File: src/rtl/pipe_em_elastic.sv
// pipe_em_elastic: elastic EX/MEM pipeline register with optional skid entry and flush
module pipe_em_elastic #(
  parameter int ALU_W  = 32,
  parameter int DATA_W = 32,
  parameter int RN_W   = 5,
  parameter int SKID   = 1
) (
  input  logic              clk,
  input  logic              clrn,
  input  logic              flush,
  input  logic              in_valid,
  output logic              in_ready,
  input  logic              ewreg,
  input  logic              em2reg,
  input  logic              ewmem,
  input  logic [ALU_W-1:0]  ealu,
  input  logic [DATA_W-1:0] eb,
  input  logic [RN_W-1:0]   ern,
  output logic              out_valid,
  input  logic              out_ready,
  output logic              mwreg,
  output logic              mm2reg,
  output logic              mwmem,
  output logic [ALU_W-1:0]  malu,
  output logic [DATA_W-1:0] mb,
  output logic [RN_W-1:0]   mrn,
  output logic [1:0]        occ
);
  typedef enum logic [1:0] {EMPTY = 2'd0, ONE = 2'd1, FULL = 2'd2} state_t;
  typedef struct packed {
    logic              wreg;
    logic              m2reg;
    logic              wmem;
    logic [ALU_W-1:0]  alu;
    logic [DATA_W-1:0] b;
    logic [RN_W-1:0]   rn;
  } ent_t;
  state_t st, st_nx;
  ent_t   m, s, din;
  logic   accept, pop, load_m_in, load_m_s, load_s;
  assign din       = {ewreg, em2reg, ewmem, ealu, eb, ern};
  assign out_valid = st != EMPTY;
  // SKID=1 readiness depends only on the state register; FULL is unreachable with SKID=0
  assign in_ready  = (SKID != 0) ? st != FULL : (st == EMPTY) | out_ready;
  assign accept    = in_valid & in_ready & ~flush;
  assign pop       = out_valid & out_ready;
  assign occ       = st;
  assign load_m_in = accept & ((st == EMPTY) | pop);
  assign load_s    = (SKID != 0) & accept & (st == ONE) & ~pop;
  assign load_m_s  = ~flush & (st == FULL) & pop;
  always_comb begin
    st_nx = flush ? EMPTY :
            st == EMPTY ? (accept ? ONE : EMPTY) :
            st == ONE ? (pop ? (accept ? ONE : EMPTY) : (accept ? FULL : ONE)) :
            (pop ? ONE : FULL);
  end
  always_ff @(posedge clk or negedge clrn) begin
    if (!clrn) st <= EMPTY;
    else st <= st_nx;
  end
  always_ff @(posedge clk or negedge clrn) begin
    if (!clrn) m <= '0;
    else if (load_m_in) m <= din;
    else if (load_m_s) m <= s;
  end
  always_ff @(posedge clk or negedge clrn) begin
    if (!clrn) s <= '0;
    else if (load_s) s <= din;
  end
  assign mwreg  = m.wreg & out_valid;
  assign mm2reg = m.m2reg & out_valid;
  assign mwmem  = m.wmem & out_valid;
  assign malu   = m.alu;
  assign mb     = m.b;
  assign mrn    = m.rn;
endmodule
File: config.mk
export PLATFORM = sky130hd
export DESIGN_NAME = pipe_em_elastic
export DESIGN_NICKNAME = d
export VERILOG_FILES = /design/src/rtl/pipe_em_elastic.sv
export SDC_FILE = /design/constraint.sdc
export NUM_CORES = 1
export LEC_CHECK = 0
export ABC_AREA = 1
export BUFFER_PORTS_ARGS = -buffer_cell sky130_fd_sc_hd__buf_2
export CAP_MARGIN = 15
export CELL_PAD_IN_SITES_DETAIL_PLACEMENT = 1
export CELL_PAD_IN_SITES_GLOBAL_PLACEMENT = 1
export CORE_MARGIN = 1
export CORE_UTILIZATION = 43
export CTS_CLUSTER_DIAMETER = 60
export DETAILED_ROUTE_END_ITERATION = 8
export GPL_TIMING_DRIVEN = 0
export PLACE_DENSITY = 0.87
export SLEW_MARGIN = 10
export SYNTH_ARGS = -nofsm -noshare
export SYNTH_HDL_FRONTEND = slang
export SYNTH_SLANG_ARGS = --single-unit
File: constraint.sdc
create_clock -name clk -period 3.5 [get_ports clk]
set_input_delay 0.525 -clock clk [delete_from_list [all_inputs] [get_ports clk]]
set_output_delay 0.525 -clock clk [all_outputs]
set_load 0.01 [all_outputs]
== Yosys cells after proc, flatten, opt, wreduce, memory -nomap -nowiden ==
Index checks and enable logic that the tools add are counted.
Word-level totals
  register bits after elaboration: 146
  output and inout port bits: 76
  word-level logic and storage cells: 42
Cells by class
  eq/ne operators: 3
  muxes and demuxes: 9
  bitwise logic cells: 14
  reduce and logical (&&, ||, !) cells: 3
Operator list (number)
  $mux W72: 2
  $mux W2: 6
  $and A1 B1 Y1: 11
  $reduce_bool A2 Y1: 2
  $eq A2 B1 Y1 const B: 1
  $eq A2 B2 Y1 const B: 1
  $logic_not A2 Y1: 1
  $ne A2 B2 Y1 const B: 1
  $not A1 Y1: 2
  $mux W1: 1
  $or A1 B1 Y1: 1

== Depth between registers and ports, before layout ==
  depth after elaboration: 8
  mapped depth: 8
  depth with buffers taken out: 7

== Worst setup path after synthesis ==
Ideal clock, no wire load.
  path type: reg-to-output
  start: reg st[1], in the netlist occ[1]
  end: out mm2reg
  data arrival time: 0.936 ns
  required time: 2.975 ns
  slack: 2.039 ns
  stages on the path, launching flop included: 5
  buffers on the path: 0
  path through: dfrtp_1 inv_2 nand2_1 inv_1 nor2_1
On the way
  word-level cells in the longest chain between the ends: 2
RTL lines
  from (decl): RTL line 38  | state_t st, st_nx;
  from (signal assigned): RTL line 59  | else st <= st_nx;
  $reduce_bool A2 Y1: RTL line 42  | assign out_valid = st != EMPTY;
  net out_valid: RTL line 19  | output logic out_valid,
  $and A1 B1 Y1: RTL line 71  | assign mm2reg = m.m2reg & out_valid;
  to (decl): RTL line 22  | output logic mm2reg,
The timed path passes the listed nets, and every way through them passes these cells.

== Final worst setup path ==
  start: reg st[1], in the netlist occ[1]
  end: out mwmem
On the way
  word-level cells in the longest chain between the ends: 2
RTL lines
  $reduce_bool A2 Y1: RTL line 42
  $and A1 B1 Y1: RTL line 72  | assign mwmem = m.wmem & out_valid;
  to (decl): RTL line 23  | output logic mwmem,
No other way between the ends.

==> metrics.cfg <==
[timing]
worstMarginPinSlew_ns = 0.5476
fmax_ghz = 0.4940
maxSlewViolCount = 0
hold_ws_ns = 0.03129
maxSlewHeadroom_pct = 63.49
setup_viol = 0
hold_viol = 0
rsz0062_at_grt = no
worst_slack_ns = 1.476
finalClockSkew_ns = 0.007520
fin_crit_ns = 2.024
final.period_utilization_pct = 57.84

[synth]
ys_types = 20
ys_seq_area_share_pct = 54.37
postSynthCellCount = 798
syn_area_per_cell_um2 = 8.421
synthesis.nets = 876
syn_area_mm2 = 0.006720
ys_ff_latch = 146
yosysWarnings = 0

[floorplanning]
die_area_mm2 = 0.01613
ios = 153
rows = 45
coreArea_mm2 = 0.01520
die_h_um = 127.0
die_width_um = 127.0
initial_core_util_pct = 44.21

[placed_design]
port_buffers = 152
gp_congestion = 0.7985
placed_cells = 1139
place_hpwl_um = 12780
place_ws_ns = 1.595

[cts]
cts_tree = yes
cts_root_buffer = clkbuf_16
ctsResizeCount = 0
cts_setup_buffers = 0
cts_buffer_depth = 2
clk_pin_slew_worst_paths_ns = 0.06
ctsHoldBuffers = 0
clock-sinks = 146
cts_made_buffers = 17
h-tree-depth = 4
clkLatencyLatePin_ns = 0.41

[setup_path]
cp_data_required_time_ns = 2.97
path_buf_inv = 3
setup.worst_path.end_class = output port
cp_slowest_cell = dfrtp_1
max_stage_delay_ns = 0.45
arrival_ns = 1.50
worst-setup-path-type = reg2out
start_kind = flop
worstPathCellList = inv_2, nand2_1, inv_1, nor2_1, buf_2
critPathTopFamily = flip-flops
worstPathMaxFanout = 5

[global_routing]
grt_util_met2_pct = 42.50
grtUsageMet1_pct = 30.12
grt_pass1_wl_um = 30690
grt_max_degree = 89
gr-usage-met3_pct = 4.774
busiest_layer = met2
grt_overflow = 0
grt_pass1_vias = 6094
antenna_found_initial = 2
track_usage_pct = 24.65

[drt]
vias = 5843
dr.pass1.iters = 4
drc_errors = 0
drtAntennaViolNets = 0
wire_per_inst_um = 15.89
drt_wl_total_um = 18580
drt_iter0_drc = 297
via_per_inst = 4.998

[finish]
layout_commonest_cell = nand2_1
utilization_pct = 54.44
fin_nets = 1048
layout.cells.non_filler = 1169
nFillCells = 1885
layout_common_cells = nand2_1, buf_2, dfrtp_1
areaGrowthSynthToFinish_pct = 23.16
final_layout_size_suffix_gt1_share_pct = 28.67

[pwr]
power.density_mw_per_mm2 = 619.3
ir_drop_v = 0.0003177
p_leak_uw = 0.004569

[run_status]
status = finished clean

[min_path]
min_path_type = in2async

[run]
max_cap_violations = 0

[worst paths after layout]
| path | start | to | slack [ns] | depth (start not counted) |
|---|---|---|---|---|
| max | occ[1] | mwmem | 1.48 | 5 |
| min | clrn | malu[18] | 0.03 | 1 |
| max reg2reg | occ[1] | malu[12] | 1.79 | 6 |
| min reg2reg | s[45] | s[45] | 0.48 | 2 |
| max in group asynchronous | clrn | s[27] | 2.68 | 2 |
| min in group clk | ealu[7] | malu[7] | 0.34 | 3 |
[final cells by class]
type / instances / area [µm²] / area share, %
Buffer: 112 / 711.9 / 8.602
Multi-Input combinational cell: 455 / 2036 / 24.60
Timing Repair Buffer: 153 / 798.3 / 9.645
Inverter: 85 / 319.1 / 3.855
Clock buffer: 23 / 488.0 / 5.896
Tap cell: 188 / 235.2 / 2.842
Antenna cell: 1 / 2.502 / 0.03023
Sequential cell: 146 / 3654 / 44.14
Clock inverter: 6 / 32.53 / 0.3930
[kinds of logic after synthesis]
| logic type | after synthesis | share of synthesized area (%) |
|---|---|---|
| and+or+nand+nor | 380 | 24.56 |
| adders and majority gates | 1 | 0.1862 |
| AOI/OAI and AO/OA | 74 | 5.548 |
| buffers and inverters | 197 | 15.34 |
| DFF | 146 | 54.37 |
[synth_stat cells]
| cell type | instances | area, µm² |
|---|---|---|
| a21oi_1 | 1 | 5.000 |
| buf_1 | 8 | 30.03 |
| buf_2 | 20 | 100.1 |
| buf_4 | 69 | 518.0 |
| buf_6 | 1 | 11.26 |
| clkbuf_1 | 14 | 52.55 |
| dfrtp_1 | 146 | 3654 |
| ha_1 | 1 | 12.51 |
| inv_1 | 80 | 300.3 |
| inv_2 | 5 | 18.77 |
| nand2_1 | 222 | 833.3 |
| nand2_2 | 2 | 12.51 |
| nand3_1 | 145 | 725.7 |
| nand3_4 | 2 | 35.03 |
| nor2_1 | 7 | 26.28 |
| nor2_2 | 1 | 6.260 |
| nor2_4 | 1 | 11.26 |
| o21ai_0 | 44 | 220.2 |
| o21ai_1 | 28 | 140.1 |
| o31ai_1 | 1 | 7.510 |
[power breakdown]
group          total [µW]  switching, µW  internal [µW]
combinational        1130            571            559
sequential           2370            246           2130
clock                1620            661            962
total                5130           1480           3650
[registers in the layout, indices dropped and copies added (netlist names)]
register,flops
occ,2
mb,32
m,3
mrn,5
malu,32
s,72
[stage by stage]
stage / power (µW) / TNS, ns / area (µm²)
detailed placement: 3534 / 0 / 7754
global route: 5441 / 0 / 8277
finish: 5126 / 0 / 8277
global placement: 3448 / -41.79 / 7716
floorplan: 3076 / 0 / 6720
CTS: 5174 / 0 / 8274
[routing by layer]
metal,routed length (µm),share of wire [%]
met3,720,3.9
met5,0,0
met1,8058,43
met4,540,2.9
met2,9258,50
Note: power is estimated with default switching activity, not from simulation.
